File: src/rtl/block_1_indirect_access_ctrl.sv
// APB master sequencer for block_1's indirect register window: turns one
// (index0, index1, read/write, data) request into index writes plus a data access.
module block_1_indirect_access_ctrl #(
    parameter int unsigned              ADDRESS_WIDTH     = 16,
    parameter logic [ADDRESS_WIDTH-1:0] BASE_ADDRESS      = '0,
    parameter logic [6:0]               INDEX0_OFFSET     = 7'h00,
    parameter logic [6:0]               INDEX1_OFFSET     = 7'h04,
    parameter logic [6:0]               DATA_OFFSET       = 7'h10,
    parameter bit                       SKIP_CACHED_INDEX = 1'b1
) (
    input  logic                     i_clk,
    input  logic                     i_rst,
    input  logic                     i_req_valid,
    output logic                     o_req_ready,
    input  logic                     i_req_write,
    input  logic [7:0]               i_req_index0,
    input  logic [7:0]               i_req_index1,
    input  logic [7:0]               i_req_wdata,
    output logic                     o_rsp_valid,
    input  logic                     i_rsp_ready,
    output logic [7:0]               o_rsp_rdata,
    output logic                     o_rsp_error,
    output logic                     o_psel,
    output logic                     o_penable,
    output logic                     o_pwrite,
    output logic [ADDRESS_WIDTH-1:0] o_paddr,
    output logic [2:0]               o_pprot,
    output logic [31:0]              o_pwdata,
    output logic [3:0]               o_pstrb,
    input  logic                     i_pready,
    input  logic [31:0]              i_prdata,
    input  logic                     i_pslverr
);

    localparam int unsigned SUM_WIDTH = ADDRESS_WIDTH + 8;

    // Offsets are added in a wider type and then truncated to the bus width.
    localparam logic [ADDRESS_WIDTH-1:0] INDEX0_ADDR =
        ADDRESS_WIDTH'(SUM_WIDTH'(BASE_ADDRESS) + SUM_WIDTH'(INDEX0_OFFSET));
    localparam logic [ADDRESS_WIDTH-1:0] INDEX1_ADDR =
        ADDRESS_WIDTH'(SUM_WIDTH'(BASE_ADDRESS) + SUM_WIDTH'(INDEX1_OFFSET));
    localparam logic [ADDRESS_WIDTH-1:0] DATA_ADDR =
        ADDRESS_WIDTH'(SUM_WIDTH'(BASE_ADDRESS) + SUM_WIDTH'(DATA_OFFSET));

    typedef enum logic [2:0] {
        ST_IDLE        = 3'd0,
        ST_IDX0_SETUP  = 3'd1,
        ST_IDX0_ACCESS = 3'd2,
        ST_IDX1_SETUP  = 3'd3,
        ST_IDX1_ACCESS = 3'd4,
        ST_DATA_SETUP  = 3'd5,
        ST_DATA_ACCESS = 3'd6,
        ST_RESP        = 3'd7
    } state_t;

    typedef struct packed {
        logic [ADDRESS_WIDTH-1:0] addr;
        logic                     write;
        logic [31:0]              wdata;
        logic [3:0]               strb;
    } apb_cmd_t;

    function automatic logic index_must_write(input logic       cache_valid,
                                              input logic [7:0] cache_value,
                                              input logic [7:0] req_value);
        return (SKIP_CACHED_INDEX == 1'b0) || !cache_valid || (cache_value != req_value);
    endfunction

    function automatic apb_cmd_t index_cmd(input logic [ADDRESS_WIDTH-1:0] addr,
                                           input logic [7:0]               value);
        apb_cmd_t cmd;
        cmd.addr  = addr;
        cmd.write = 1'b1;
        cmd.wdata = {24'h00_0000, value};
        cmd.strb  = 4'hF;
        return cmd;
    endfunction

    function automatic apb_cmd_t data_cmd(input logic write, input logic [7:0] wdata);
        apb_cmd_t cmd;
        cmd.addr  = DATA_ADDR;
        cmd.write = write;
        cmd.wdata = write ? {24'h00_0000, wdata} : 32'h0000_0000;
        cmd.strb  = write ? 4'hF : 4'h0;
        return cmd;
    endfunction

    state_t     state_r;
    apb_cmd_t   cmd_r;
    logic       psel_r;
    logic       penable_r;
    logic       req_ready_r;
    logic       rsp_valid_r;
    logic [7:0] rsp_rdata_r;
    logic       rsp_error_r;
    logic       req_write_r;
    logic [7:0] req_index0_r;
    logic [7:0] req_index1_r;
    logic [7:0] req_wdata_r;
    logic [1:0] cache_valid_r;
    logic [7:0] cache0_r;
    logic [7:0] cache1_r;

    logic       cur_write_s;
    logic [7:0] cur_index0_s;
    logic [7:0] cur_index1_s;
    logic [7:0] cur_wdata_s;
    logic       need_idx0_s;
    logic       need_idx1_s;
    apb_cmd_t   idx0_cmd_s;
    apb_cmd_t   idx1_cmd_s;
    apb_cmd_t   data_cmd_s;

    // Request view (live inputs while idle, captured copy afterwards) and next-step decode.
    always_comb begin
        cur_write_s  = req_write_r;
        cur_index0_s = req_index0_r;
        cur_index1_s = req_index1_r;
        cur_wdata_s  = req_wdata_r;
        if (state_r == ST_IDLE) begin
            cur_write_s  = i_req_write;
            cur_index0_s = i_req_index0;
            cur_index1_s = i_req_index1;
            cur_wdata_s  = i_req_wdata;
        end else begin
            cur_write_s  = req_write_r;
            cur_index0_s = req_index0_r;
            cur_index1_s = req_index1_r;
            cur_wdata_s  = req_wdata_r;
        end
        need_idx0_s = index_must_write(cache_valid_r[0], cache0_r, cur_index0_s);
        need_idx1_s = index_must_write(cache_valid_r[1], cache1_r, cur_index1_s);
        idx0_cmd_s  = index_cmd(INDEX0_ADDR, cur_index0_s);
        idx1_cmd_s  = index_cmd(INDEX1_ADDR, cur_index1_s);
        data_cmd_s  = data_cmd(cur_write_s, cur_wdata_s);
    end

    // Sequencer FSM with registered APB and handshake outputs and the index cache.
    always_ff @(posedge i_clk) begin
        if (i_rst) begin
            state_r       <= ST_IDLE;
            cmd_r         <= '0;
            psel_r        <= 1'b0;
            penable_r     <= 1'b0;
            req_ready_r   <= 1'b1;
            rsp_valid_r   <= 1'b0;
            rsp_rdata_r   <= 8'h00;
            rsp_error_r   <= 1'b0;
            req_write_r   <= 1'b0;
            req_index0_r  <= 8'h00;
            req_index1_r  <= 8'h00;
            req_wdata_r   <= 8'h00;
            cache_valid_r <= 2'b00;
            cache0_r      <= 8'h00;
            cache1_r      <= 8'h00;
        end else begin
            case (state_r)
                ST_IDLE: begin
                    if (i_req_valid) begin
                        req_write_r  <= i_req_write;
                        req_index0_r <= i_req_index0;
                        req_index1_r <= i_req_index1;
                        req_wdata_r  <= i_req_wdata;
                        req_ready_r  <= 1'b0;
                        rsp_rdata_r  <= 8'h00;
                        rsp_error_r  <= 1'b0;
                        psel_r       <= 1'b1;
                        penable_r    <= 1'b0;
                        if (need_idx0_s) begin
                            state_r <= ST_IDX0_SETUP;
                            cmd_r   <= idx0_cmd_s;
                        end else if (need_idx1_s) begin
                            state_r <= ST_IDX1_SETUP;
                            cmd_r   <= idx1_cmd_s;
                        end else begin
                            state_r <= ST_DATA_SETUP;
                            cmd_r   <= data_cmd_s;
                        end
                    end else begin
                        req_ready_r <= 1'b1;
                    end
                end
                ST_IDX0_SETUP: begin
                    state_r   <= ST_IDX0_ACCESS;
                    penable_r <= 1'b1;
                end
                ST_IDX0_ACCESS: begin
                    if (i_pready) begin
                        penable_r <= 1'b0;
                        if (i_pslverr) begin
                            // A failed index write leaves the slave's index state unknown.
                            cache_valid_r <= 2'b00;
                            rsp_error_r   <= 1'b1;
                            psel_r        <= 1'b0;
                            rsp_valid_r   <= 1'b1;
                            state_r       <= ST_RESP;
                        end else begin
                            cache0_r         <= req_index0_r;
                            cache_valid_r[0] <= 1'b1;
                            if (need_idx1_s) begin
                                state_r <= ST_IDX1_SETUP;
                                cmd_r   <= idx1_cmd_s;
                            end else begin
                                state_r <= ST_DATA_SETUP;
                                cmd_r   <= data_cmd_s;
                            end
                        end
                    end
                end
                ST_IDX1_SETUP: begin
                    state_r   <= ST_IDX1_ACCESS;
                    penable_r <= 1'b1;
                end
                ST_IDX1_ACCESS: begin
                    if (i_pready) begin
                        penable_r <= 1'b0;
                        if (i_pslverr) begin
                            cache_valid_r <= 2'b00;
                            rsp_error_r   <= 1'b1;
                            psel_r        <= 1'b0;
                            rsp_valid_r   <= 1'b1;
                            state_r       <= ST_RESP;
                        end else begin
                            cache1_r         <= req_index1_r;
                            cache_valid_r[1] <= 1'b1;
                            state_r          <= ST_DATA_SETUP;
                            cmd_r            <= data_cmd_s;
                        end
                    end
                end
                ST_DATA_SETUP: begin
                    state_r   <= ST_DATA_ACCESS;
                    penable_r <= 1'b1;
                end
                ST_DATA_ACCESS: begin
                    if (i_pready) begin
                        psel_r      <= 1'b0;
                        penable_r   <= 1'b0;
                        rsp_rdata_r <= req_write_r ? 8'h00 : i_prdata[7:0];
                        rsp_error_r <= i_pslverr;
                        rsp_valid_r <= 1'b1;
                        state_r     <= ST_RESP;
                    end
                end
                ST_RESP: begin
                    if (i_rsp_ready) begin
                        rsp_valid_r <= 1'b0;
                        req_ready_r <= 1'b1;
                        state_r     <= ST_IDLE;
                    end
                end
                default: begin
                    state_r     <= ST_IDLE;
                    psel_r      <= 1'b0;
                    penable_r   <= 1'b0;
                    rsp_valid_r <= 1'b0;
                    req_ready_r <= 1'b1;
                end
            endcase
        end
    end

    assign o_req_ready = req_ready_r;
    assign o_rsp_valid = rsp_valid_r;
    assign o_rsp_rdata = rsp_rdata_r;
    assign o_rsp_error = rsp_error_r;
    assign o_psel      = psel_r;
    assign o_penable   = penable_r;
    assign o_pwrite    = cmd_r.write;
    assign o_paddr     = cmd_r.addr;
    assign o_pwdata    = cmd_r.wdata;
    assign o_pstrb     = cmd_r.strb;
    assign o_pprot     = 3'b000;

endmodule

File: config.mk
export PLATFORM = sky130hd
export DESIGN_NAME = block_1_indirect_access_ctrl
export DESIGN_NICKNAME = d
export VERILOG_FILES = /design/src/rtl/block_1_indirect_access_ctrl.sv
export SDC_FILE = /design/constraint.sdc
export NUM_CORES = 1
export LEC_CHECK = 0
export CAP_MARGIN = 15
export CORE_MARGIN = 1
export CORE_UTILIZATION = 50
export CTS_BUF_LIST = sky130_fd_sc_hd__clkbuf_8 sky130_fd_sc_hd__clkbuf_16
export DETAILED_ROUTE_END_ITERATION = 8
export GPL_TIMING_DRIVEN = 0
export PLACE_DENSITY = 0.83
export SLEW_MARGIN = 20
export SYNTH_ARGS = -nofsm -noshare
export SYNTH_HDL_FRONTEND = slang
export SYNTH_SLANG_ARGS = --single-unit
export TNS_END_PERCENT = 20
File: constraint.sdc
create_clock -name i_clk -period 5.2 [get_ports i_clk]
set_clock_uncertainty 0.05 [all_clocks]
set_input_delay 1.3 -clock i_clk [delete_from_list [all_inputs] [get_ports i_clk]]
set_output_delay 1.3 -clock i_clk [all_outputs]
set_load 0.05 [all_outputs]
==> results of run 1 <==
[area by class of cell]
cell class / instances / area [sq um] / area share [%]
Tap cell: 102 / 128 / 2.49
Clock buffer: 10 / 138 / 2.69
Clock inverter: 5 / 51.3 / 1.00
Timing Repair Buffer: 65 / 651 / 12.7
Sequential cell: 70 / 1400 / 27.4
Buffer: 77 / 473 / 9.24
Multi-Input combinational cell: 419 / 2260 / 44.1
Inverter: 5 / 18.8 / 0.366
[state kept, by name (all words and copies together), names as in the netlist, 2 cells and up]
signal         count
cache_valid_r      2
cache0_r           8
o_pwdata           8
o_paddr            2
req_index1_r       8
cache1_r           8
state_r            3
req_index0_r       8
o_rsp_rdata        8
req_wdata_r        8
[where the power goes]
group | internal, mW | switching, mW | total [mW]
sequential | 0.623 | 0.0783 | 0.701
combinational | 0.420 | 0.805 | 1.23
clock | 0.229 | 0.209 | 0.438
total | 1.27 | 1.09 | 2.36
[cells in the final DEF (no fill, tap or decap), types with 5 or more instances in the layout]
cell | synthesis | routed
sky130_fd_sc_hd__dfxtp_1 | 70 | 70
sky130_fd_sc_hd__xnor2_1 | 13 | 13
sky130_fd_sc_hd__o21ai_0 | 6 | 6
sky130_fd_sc_hd__a21o_1 | 7 | 7
sky130_fd_sc_hd__nand3_1 | 20 | 20
sky130_fd_sc_hd__nor2_1 | 34 | 34
sky130_fd_sc_hd__mux2i_1 | 18 | 18
sky130_fd_sc_hd__a21boi_0 | 5 | 5
sky130_fd_sc_hd__nor3_1 | 12 | 12
sky130_fd_sc_hd__clkdlybuf4s50_1 | 0 | 65
sky130_fd_sc_hd__a311oi_1 | 6 | 6
sky130_fd_sc_hd__o21ai_1 | 6 | 6
sky130_fd_sc_hd__nand2_1 | 115 | 115
sky130_fd_sc_hd__nand2b_1 | 7 | 7
sky130_fd_sc_hd__clkbuf_8 | 0 | 10
sky130_fd_sc_hd__a21oi_1 | 71 | 71
sky130_fd_sc_hd__conb_1 | 1 | 41
sky130_fd_sc_hd__clkbuf_1 | 26 | 26
sky130_fd_sc_hd__buf_4 | 46 | 46
sky130_fd_sc_hd__inv_1 | 5 | 6
sky130_fd_sc_hd__xor2_1 | 8 | 8
[worst reg2reg max path, delay by kind of cell, from the launching register on]
kind	cells	cell delay (ns)
DFF	1	0.31
AOI/OAI and AO/OA	2	0.14
buffers and inverters	2	0.42
muxes	2	1.14
and+or+nand+nor	2	0.47
[cells by family (layout without fill, tap and decap cells)]
logic type	Yosys count	in the layout	synth area share, %
and+or+nand+nor	211	211	23.2
AOI/OAI and AO/OA	127	127	20.0
buffers and inverters	82	162	12.3
DFF	70	70	35.0
xor gates and xnor gates	21	21	4.59
muxes	19	19	4.78
other	1	41	0.0937
[metal layers]
metal,global-route usage [%],share of wire (%),vias up
met5,0,0,-
met4,9.66,2.2,0
li1,-,-,1954
met2,44.2,46,186
met1,35.2,42,1852
met3,8.29,8.9,28
[cells in the mapped netlist, types with 2 or more instances]
| cell | number | area (sq um) |
|---|---|---|
| sky130_fd_sc_hd__a211oi_1 | 4 | 30.0 |
| sky130_fd_sc_hd__a21boi_0 | 5 | 37.5 |
| sky130_fd_sc_hd__a21o_1 | 7 | 52.6 |
| sky130_fd_sc_hd__a21oi_1 | 71 | 355 |
| sky130_fd_sc_hd__a311oi_1 | 6 | 52.6 |
| sky130_fd_sc_hd__and2_1 | 4 | 25.0 |
| sky130_fd_sc_hd__buf_2 | 3 | 15.0 |
| sky130_fd_sc_hd__buf_4 | 46 | 345 |
| sky130_fd_sc_hd__clkbuf_1 | 26 | 97.6 |
| sky130_fd_sc_hd__dfxtp_1 | 70 | 1400 |
| sky130_fd_sc_hd__inv_1 | 5 | 18.8 |
| sky130_fd_sc_hd__mux2i_1 | 18 | 180 |
| sky130_fd_sc_hd__nand2_1 | 115 | 432 |
| sky130_fd_sc_hd__nand2b_1 | 7 | 43.8 |
| sky130_fd_sc_hd__nand3_1 | 20 | 100 |
| sky130_fd_sc_hd__nand4_1 | 2 | 12.5 |
| sky130_fd_sc_hd__nor2_1 | 34 | 128 |
| sky130_fd_sc_hd__nor2b_1 | 4 | 25.0 |
| sky130_fd_sc_hd__nor3_1 | 12 | 60.1 |
| sky130_fd_sc_hd__nor4_1 | 2 | 12.5 |
| sky130_fd_sc_hd__o2111ai_1 | 2 | 17.5 |
| sky130_fd_sc_hd__o211ai_1 | 2 | 15.0 |
| sky130_fd_sc_hd__o21ai_0 | 6 | 30.0 |
| sky130_fd_sc_hd__o21ai_1 | 6 | 30.0 |
| sky130_fd_sc_hd__o22ai_1 | 2 | 12.5 |
| sky130_fd_sc_hd__or2_2 | 2 | 12.5 |
| sky130_fd_sc_hd__or3_1 | 2 | 12.5 |
| sky130_fd_sc_hd__xnor2_1 | 13 | 114 |
| sky130_fd_sc_hd__xor2_1 | 8 | 70.1 |
[through the flow]
step	cells	power (mW)	instance area (sq um)
CTS	753	2.35	5120
floorplan	571	1.58	4150
global placement	738	1.89	4930
global route	753	2.49	5120
detailed placement	738	1.91	4930
finish	753	2.36	5120
[worst min-delay path by stage]
stage / endpoint / slack [ns] / cells after the start
detailed placement: o_paddr[4] / 0.39 / 2
finish: o_paddr[2] / 0.41 / 2
global placement: o_rsp_rdata[4] / 0.39 / 2
global route: o_paddr[2] / 0.43 / 2
floorplan: req_wdata_r[0] / 0.40 / 2
CTS: o_paddr[4] / 0.41 / 2
==> metrics.log, run 1 <==
[metrics] area of the die: 0.00837 sq mm
[metrics] status: finished clean
[metrics] synthesis-to-finish area growth: 27.9%
[metrics] reg2reg end: o_pwdata[6]
[metrics] chain of cells forming the critical path: clkdlybuf4s50_1 > xnor2_1 > nand4_1 > nor4_1 > o221ai_2 > clkbuf_1 > nor3_1 > o21ai_1 > a311oi_1
[metrics] wire length of the first global-routing pass: 18300 microns
[metrics] tightest hold margin: 0.410 ns
[metrics] reg2reg start: state_r[1]
[metrics] Yosys cell types: 56
[metrics] Critical path origin: i_req_index1[3]
[metrics] antenna violations before repair: 0
[metrics] top cell family by delay on the critical path: buffers and inverters
[metrics] number of buffers and inverters on the critical path: 2
[metrics] via count of the first global-routing pass: 3687
[metrics] count of standard-cell rows: 32
[metrics] Setup crit end kind: flop
[metrics] leak pwr: 2.10 nW
[metrics] netlist area before placement: 0.00400 sq mm
[metrics] IR drop worst, VDD: 0.000247 V
[metrics] Post-Route WL: 11200 microns
[metrics] fraction of the yosys area taken by sequential cells: 35.0%
[metrics] Worst Slack Setup Final: 1.92 ns
[metrics] final core area utilization: 66.3%
[metrics] clock sink total: 70
[metrics] Worst slew margin: 32.2%
[metrics] CTS tree: yes
[metrics] # resized after CTS: 0
[metrics] final net count: 710
[metrics] half-perimeter wire length after detailed placement: 8310 microns
[metrics] delay of the slowest cell on the worst path: 0.54 ns
[metrics] average wire per cell in the routed design: 14.9 microns
[metrics] number of inserted filler cells in the final layout: 652
[metrics] clock transition time at the flip-flop clock pins of the worst setup and hold paths: 0.08 ns
[metrics] setup_tns: 0 ns
[metrics] Max Slew Vio Count: 0
[metrics] number of nets with antenna violations after detailed routing: 0
[metrics] maximum number of pins on one net before global-route repair: 12
[metrics] crit start category: primary input
[metrics] effective utilization at floorplan: 51.8%
[metrics] layout cell share with drive strength beyond 1: 11.8%
[metrics] Cell Pwr Density: 462 mW/mm^2
[metrics] post-synthesis register bit count: 70
[metrics] total via count after detailed routing: 4020
[metrics] Post-CTS Repair Setup Buffers: 0
[metrics] Placement Setup Slack: 1.62 ns
[metrics] final count of negative-setup-slack endpoints: 0
[metrics] total iterations of the first detailed-routing run: 5
[metrics] endpoint of the worst setup timing path: o_pwdata[5]
[metrics] count of warnings emitted by yosys: 0
[metrics] highest achievable clock rate: 0.305 GHz
[metrics] critical path depth: 9
[metrics] antenna diode count: 0
[metrics] core area: 0.00773 sq mm
[metrics] count of endpoints failing hold in the final timing report: 0
[metrics] overall die width: 91.5 microns
[metrics] Ports: 132
[metrics] GRT Util Overall: 27.6%
[metrics] syn avg cell area: 7.54 sq um
[metrics] min cycle time layout: 3.28 ns
[metrics] RSZ-0062 raised after global routing: no
[metrics] slew at the pin with the worst max-slew slack: 0.988 ns
[metrics] synthesized netlist cell count: 531
[metrics] overall die height: 91.5 microns
[metrics] endpoint arrival time on the critical path: 3.48 ns
[metrics] maximum buffer depth of the clock tree: 2
[metrics] total CTS buffers: 9
[metrics] Data required, critical path: 5.41 ns
[metrics] final period utilization: 63.0%
[metrics] number of buffer cells added on primary ports: 65
[metrics] H-tree levels: 3
[metrics] HP Class: flop to flop
[metrics] Hold Startpoint: o_paddr[2]
[metrics] Main synth FF type: sky130_fd_sc_hd__dfxtp_1
[metrics] clock root buffer master: sky130_fd_sc_hd__clkbuf_8
[metrics] via/cell ratio: 5.34
[metrics] RD Place Congestion: 0.908
[metrics] maximum net fanout on the critical path: 10
[metrics] worst skew pair latency: 0.35 ns
[metrics] maxcap violations: 0
[metrics] global route total overflow: 0
[metrics] type of the worst setup path: primary input to flop
[metrics] register-to-register path setup slack: 2.51 ns
[metrics] Residual DRC: 0
[metrics] path depth of the worst reg2reg path: 8
[metrics] drt initial violations: 312
[metrics] fraction of registers with async set or reset after synthesis: 0%
[metrics] worst-path cell with the longest stage delay: sky130_fd_sc_hd__clkdlybuf4s50_1
[metrics] number of enable-type register cells in the synthesized netlist: 0
[metrics] number of buffers added to fix hold violations after cts: 0
(Power assumes the default switching activity.)
==> run 2: changes to the inputs <==
CORE_UTILIZATION = 47   (was 50)
PLACE_DENSITY = 0.79   (was 0.83)
clock period = 3.1 ns   (was 5.2 ns; I/O delays follow)
==> run 2 against run 1 <==
  * Clock power rose by 38%
  * Setup slack got worse by 1.6 ns
  * Register-to-register slack worse by 2.1 ns
  * Final area down 0.83%
  * Die area is 6.2% higher
  * Final cell count rose by 0.13%
  * Critical path type unchanged
  * Highest routed layer unchanged
==> metrics.log, run 2 (synthesized netlist as in run 1, its figures left out) <==
[metrics] final count of negative-setup-slack endpoints: 0
[metrics] count of standard-cell rows: 33
[metrics] path depth of the worst reg2reg path: 8
[metrics] layout cell share with drive strength beyond 1: 11.6%
[metrics] reg2reg start: state_r[1]
[metrics] min cycle time layout: 2.79 ns
[metrics] area of the die: 0.00889 sq mm
[metrics] GRT Util Overall: 27.7%
[metrics] # resized after CTS: 0
[metrics] via count of the first global-routing pass: 3804
[metrics] RD Place Congestion: 0.949
[metrics] type of the worst setup path: primary input to flop
[metrics] core area: 0.00822 sq mm
[metrics] drt initial violations: 436
[metrics] clock transition time at the flip-flop clock pins of the worst setup and hold paths: 0.07 ns
[metrics] IR drop worst, VDD: 0.000371 V
[metrics] maximum net fanout on the critical path: 10
[metrics] Residual DRC: 0
[metrics] Cell Pwr Density: 759 mW/mm^2
[metrics] clock sink total: 70
[metrics] final period utilization: 89.9%
[metrics] number of inserted filler cells in the final layout: 766
[metrics] register-to-register path setup slack: 0.43 ns
[metrics] CTS tree: yes
[metrics] setup_tns: 0 ns
[metrics] number of buffer cells added on primary ports: 65
[metrics] overall die height: 94.3 microns
[metrics] delay of the slowest cell on the worst path: 0.61 ns
[metrics] maximum number of pins on one net before global-route repair: 11
[metrics] Critical path origin: i_pready
[metrics] highest achievable clock rate: 0.359 GHz
[metrics] sum of internal, switching and leakage power: 3.85 mW
[metrics] Post-Route WL: 11600 microns
[metrics] RSZ-0062 raised after global routing: no
[metrics] count of endpoints failing hold in the final timing report: 0
[metrics] synthesis-to-finish area growth: 26.8%
[metrics] total via count after detailed routing: 4026
[metrics] leak pwr: 2.08 nW
[metrics] antenna violations before repair: 0
[metrics] wire length of the first global-routing pass: 18900 microns
[metrics] crit start category: primary input
[metrics] total iterations of the first detailed-routing run: 6
[metrics] half-perimeter wire length after detailed placement: 8540 microns
[metrics] slew at the pin with the worst max-slew slack: 0.936 ns
[metrics] worst hold path stage count: 2
[metrics] endpoint arrival time on the critical path: 2.98 ns
[metrics] commonest cells after routing, fill and taps aside: sky130_fd_sc_hd__nand2_1, sky130_fd_sc_hd__a21oi_1, sky130_fd_sc_hd__dfxtp_1
[metrics] worst skew pair latency: 0.35 ns
[metrics] global route total overflow: 0
[metrics] Worst slew margin: 35.8%
[metrics] average wire per cell in the routed design: 15.4 microns
[metrics] most frequent standard cell in the layout excluding fill and tap cells: sky130_fd_sc_hd__nand2_1
[metrics] reg2reg end: o_pwdata[6]
[metrics] hold path endpoint: o_rsp_rdata[5]
[metrics] Hold Startpoint: o_rsp_rdata[5]
[metrics] Ports: 132
[metrics] total CTS buffers: 9
[metrics] Data required, critical path: 3.29 ns
[metrics] H-tree levels: 3
[metrics] maximum buffer depth of the clock tree: 2
[metrics] status: finished clean
[metrics] maxcap violations: 0
[metrics] Post-CTS Repair Setup Buffers: 0
[metrics] Setup crit end kind: flop
[metrics] effective utilization at floorplan: 48.7%
[metrics] Max Slew Vio Count: 0
[metrics] overall die width: 94.3 microns
[metrics] via/cell ratio: 5.34
[metrics] number of nets with antenna violations after detailed routing: 0
[metrics] worst-path cell with the longest stage delay: sky130_fd_sc_hd__clkdlybuf4s50_1
[metrics] clock root buffer master: sky130_fd_sc_hd__clkbuf_8
[metrics] chain of cells forming the critical path: clkdlybuf4s50_1 > nor2b_1 > nand2_1 > a21oi_1 > o21ba_2 > clkbuf_1 > nor2_1 > a311oi_1
[metrics] number of buffers added to fix hold violations after cts: 0
[metrics] HP Class: flop to flop
[metrics] antenna diode count: 0
[metrics] final net count: 710
-- run 2: cell types whose count changed in the layout (fill, tap and decap cells not counted) --
cell	change
sky130_fd_sc_hd__clkbuf_8	-1
sky130_fd_sc_hd__clkinvlp_4	-1
sky130_fd_sc_hd__clkinv_2	+1
sky130_fd_sc_hd__bufinv_16	-1
-- run 2: layout make-up --
cell class	instances	area [sq um]	share of cell area (%)
Multi-Input combinational cell	419	2260	44.5
Sequential cell	70	1400	27.6
Timing Repair Buffer	65	651	12.8
Buffer	77	473	9.31
Tap cell	105	131	2.59
Clock buffer	9	124	2.44
Clock inverter	4	18.8	0.370
Inverter	5	18.8	0.370
-- run 2: how the worst max path moves through the flow --
stage                        to  slack [ns]  depth (start not counted)
floorplan           o_pwdata[5]        0.92                          8
global placement    o_pwdata[5]        0.14                          9
detailed placement  o_pwdata[4]       0.006                          8
CTS                 o_pwdata[7]        0.34                          8
global route        o_pwdata[5]        0.19                          9
finish              o_pwdata[7]        0.31                          8
-- run 2: layer usage --
metal | vias to the layer above | part of all wire, % | global-route usage [%] | wire length [microns]
li1 | 1955 | - | - | -
met1 | 1836 | 42 | 36.0 | 4920
met2 | 210 | 47 | 44.9 | 5450
met3 | 25 | 8.1 | 5.83 | 946
met4 | 0 | 2.8 | 10.1 | 328
met5 | - | 0 | 0 | 0
-- run 2: power by group --
part / total, mW / switching (mW) / internal, mW
combinational: 2.07 / 1.36 / 0.704
sequential: 1.18 / 0.136 / 1.04
clock: 0.606 / 0.336 / 0.270
-- run 2: stage by stage --
step	hold slack, ns	instance area (sq um)	worst slack (ns)	utilization [%]	std cells
3_3_place_gp	0.387	4940	0.138	60.1	741
4_1_cts	0.410	5080	0.343	61.8	754
3_5_place_dp	0.399	4940	0.00593	60.1	741
5_1_grt	0.429	5080	0.192	61.8	754
2_1_floorplan	0.399	4150	0.924	-	571
6_report	0.408	5080	0.315	61.8	754
-- run 2: critical path, delay by kind of cell --
kind / cells / cell delay (ns)
buffers and inverters: 2 / 1.05
AND/OR/NAND/NOR: 3 / 0.44
AO/OA/AOI/OAI: 3 / 0.72
==> run 3: changes to the inputs <==
CORE_UTILIZATION = 45   (was 47)
PLACE_DENSITY = 0.76   (was 0.79)
==> run 3 against run 2 <==
  * Final cell count rose by 0.80%
  * Non-clock buffer count did not move
  * Maximum frequency fell by 0.42%
  * Hold slack barely moved
  * Register-to-register slack barely moved
  * Sequential power barely moved
  * Critical path depth did not move
==> metrics.log, run 3 (synthesized netlist as in run 1, its figures left out) <==
[metrics] drt initial violations: 324
[metrics] CTS tree: yes
[metrics] register-to-register path setup slack: 0.44 ns
[metrics] GR met2 Demand/Resource: 41.9%
[metrics] slew at the pin with the worst max-slew slack: 0.952 ns
[metrics] average wire per cell in the routed design: 15.1 microns
[metrics] clock group share of total power: 22.1%
[metrics] Area after DPL: 0.00494 sq mm
[metrics] via count of the first global-routing pass: 3551
[metrics] Cell Pwr Density: 801 mW/mm^2
[metrics] maximum buffer depth of the clock tree: 2
[metrics] reg2reg start: state_r[1]
[metrics] Post-CTS Repair Setup Buffers: 0
[metrics] total via count after detailed routing: 3978
[metrics] final net count: 710
[metrics] synthesis-to-finish area growth: 29.5%
[metrics] antenna violations before repair: 0
[metrics] delay of the slowest cell on the worst path: 0.47 ns
[metrics] maximum net fanout on the critical path: 9
[metrics] Hold Startpoint: o_rsp_rdata[3]
[metrics] core area: 0.00868 sq mm
[metrics] antenna diode count: 0
[metrics] most frequent standard cell in the layout excluding fill and tap cells: sky130_fd_sc_hd__nand2_1
[metrics] total CTS buffers: 9
[metrics] chain of cells forming the critical path: clkdlybuf4s50_1 > xnor2_1 > a21oi_1 > a211oi_2 > o211ai_2 > o21ai_4 > o21ai_1 > a311oi_1
[metrics] Critical path origin: i_req_index0[5]
[metrics] final count of negative-setup-slack endpoints: 0
[metrics] IR drop worst, VDD: 0.000327 V
[metrics] RSZ-0062 raised after global routing: no
[metrics] post-route cell area: 0.00519 sq mm
[metrics] overall die height: 96.3 microns
[metrics] grt peak-use layer: met2
[metrics] wire length of the first global-routing pass: 18200 microns
[metrics] number of nets with antenna violations after detailed routing: 0
[metrics] setup_tns: 0 ns
[metrics] GRT Util Overall: 26.1%
[metrics] highest achievable clock rate: 0.358 GHz
[metrics] clock transition time at the flip-flop clock pins of the worst setup and hold paths: 0.08 ns
[metrics] register area: 0.00140 sq mm
[metrics] count of endpoints failing hold in the final timing report: 0
[metrics] crit start category: primary input
[metrics] number of inserted filler cells in the final layout: 816
[metrics] area of the multi-input gates: 0.00226 sq mm
[metrics] half-perimeter wire length after detailed placement: 8380 microns
[metrics] layout cell share with drive strength beyond 1: 12.1%
[metrics] Gate power share: 49.6%
[metrics] count of standard-cell rows: 34
[metrics] global route total overflow: 0
[metrics] global routing usage on met1: 35.4%
[metrics] leak pwr: 2.13 nW
[metrics] RD Place Congestion: 0.925
[metrics] HP Class: flop to flop
[metrics] status: finished clean
[metrics] area of the die: 0.00928 sq mm
[metrics] # resized after CTS: 0
[metrics] overall die width: 96.3 microns
[metrics] worst-path cell with the longest stage delay: sky130_fd_sc_hd__clkdlybuf4s50_1
[metrics] Post-Route WL: 11500 microns
[metrics] Switching Share: 44.6%
[metrics] Ports: 132
[metrics] H-tree levels: 3
[metrics] type of the worst setup path: primary input to flop
[metrics] Worst slew margin: 34.7%
[metrics] Residual DRC: 0
[metrics] Max Slew Vio Count: 0
[metrics] Internal Dissipation: 2.30 mW
[metrics] number of buffers and inverters on the critical path: 1
[metrics] commonest cells after routing, fill and taps aside: sky130_fd_sc_hd__nand2_1, sky130_fd_sc_hd__a21oi_1, sky130_fd_sc_hd__dfxtp_1
[metrics] sequential share of power: 28.3%
[metrics] number of buffers added to fix hold violations after cts: 0
[metrics] via/cell ratio: 5.23
[metrics] maxcap violations: 0
[metrics] net switching power of the design: 1.85 mW
[metrics] number of buffer cells added on primary ports: 65
[metrics] routing usage on met3: 4.90%
[metrics] final period utilization: 90.2%
[metrics] top cell family by delay on the critical path: compound AO/OA/AOI/OAI gates
[metrics] worst skew pair latency: 0.34 ns
[metrics] effective utilization at floorplan: 46.1%
[metrics] Setup crit end kind: flop
[metrics] clock root buffer master: sky130_fd_sc_hd__clkbuf_8
[metrics] maximum number of pins on one net before global-route repair: 13
[metrics] endpoint arrival time on the critical path: 2.99 ns
[metrics] total iterations of the first detailed-routing run: 5
[metrics] Data required, critical path: 3.29 ns
[metrics] min cycle time layout: 2.80 ns
[metrics] clock sink total: 70
run 3: cell types whose count changed in the layout (fill, tap and decap cells not counted), sizes merged:
| cell | before | now |
|---|---|---|
| clkbuf | 35 | 36 |
| bufinv | 0 | 3 |
| inv | 6 | 5 |
run 3: final timing paths:
kind | endpoint | cells past startpoint
worst max register to register | o_pwdata[6] | 8
worst min register to register | o_rsp_rdata[3] | 2
worst min-delay path | o_rsp_rdata[3] | 2
worst max-delay path | o_pwdata[7] | 8
run 3: power by group through the flow:
stage	combinational (mW)	clock (mW)	sequential, mW
after detailed placement	2.03	0	1.19
after CTS	2.04	0.919	1.17
after global routing	2.23	0.962	1.19
after floorplan	1.26	0	1.39
after global placement	1.99	0	1.19
final	2.06	0.920	1.18
run 3: layer usage:
metal,share of wire (%),vias up
li1,-,1959
met1,44,1826
met2,46,172
met3,7.9,21
met4,1.8,0
met5,0,-
run 3: through the flow:
step	cells	setup WS (ns)	utilization [%]	total power [mW]	hold WS (ns)
after detailed placement	744	0.0414	56.9	3.22	0.397
after CTS	760	0.376	59.8	4.13	0.406
after global routing	760	0.207	59.8	4.38	0.438
final	760	0.303	59.8	4.16	0.408
after floorplan	571	0.924	-	2.65	0.399
after global placement	744	0.0712	56.9	3.18	0.387
run 3: tightest hold or removal path: stages, from the launching register on:
cell	delay (ns)
sky130_fd_sc_hd__dfxtp_1	0.32
sky130_fd_sc_hd__nand2_1	0.05
sky130_fd_sc_hd__a21oi_1	0.05
run 3: final cells by class:
cell class	instances	area share (%)
repair buffers	65	12.5
well taps	108	2.61
clock buffers	10	2.65
multi-input cells	419	43.6
plain buffers	77	9.12
clock inverters	6	2.10
flip-flops and latches	70	27.0
inverters	5	0.362
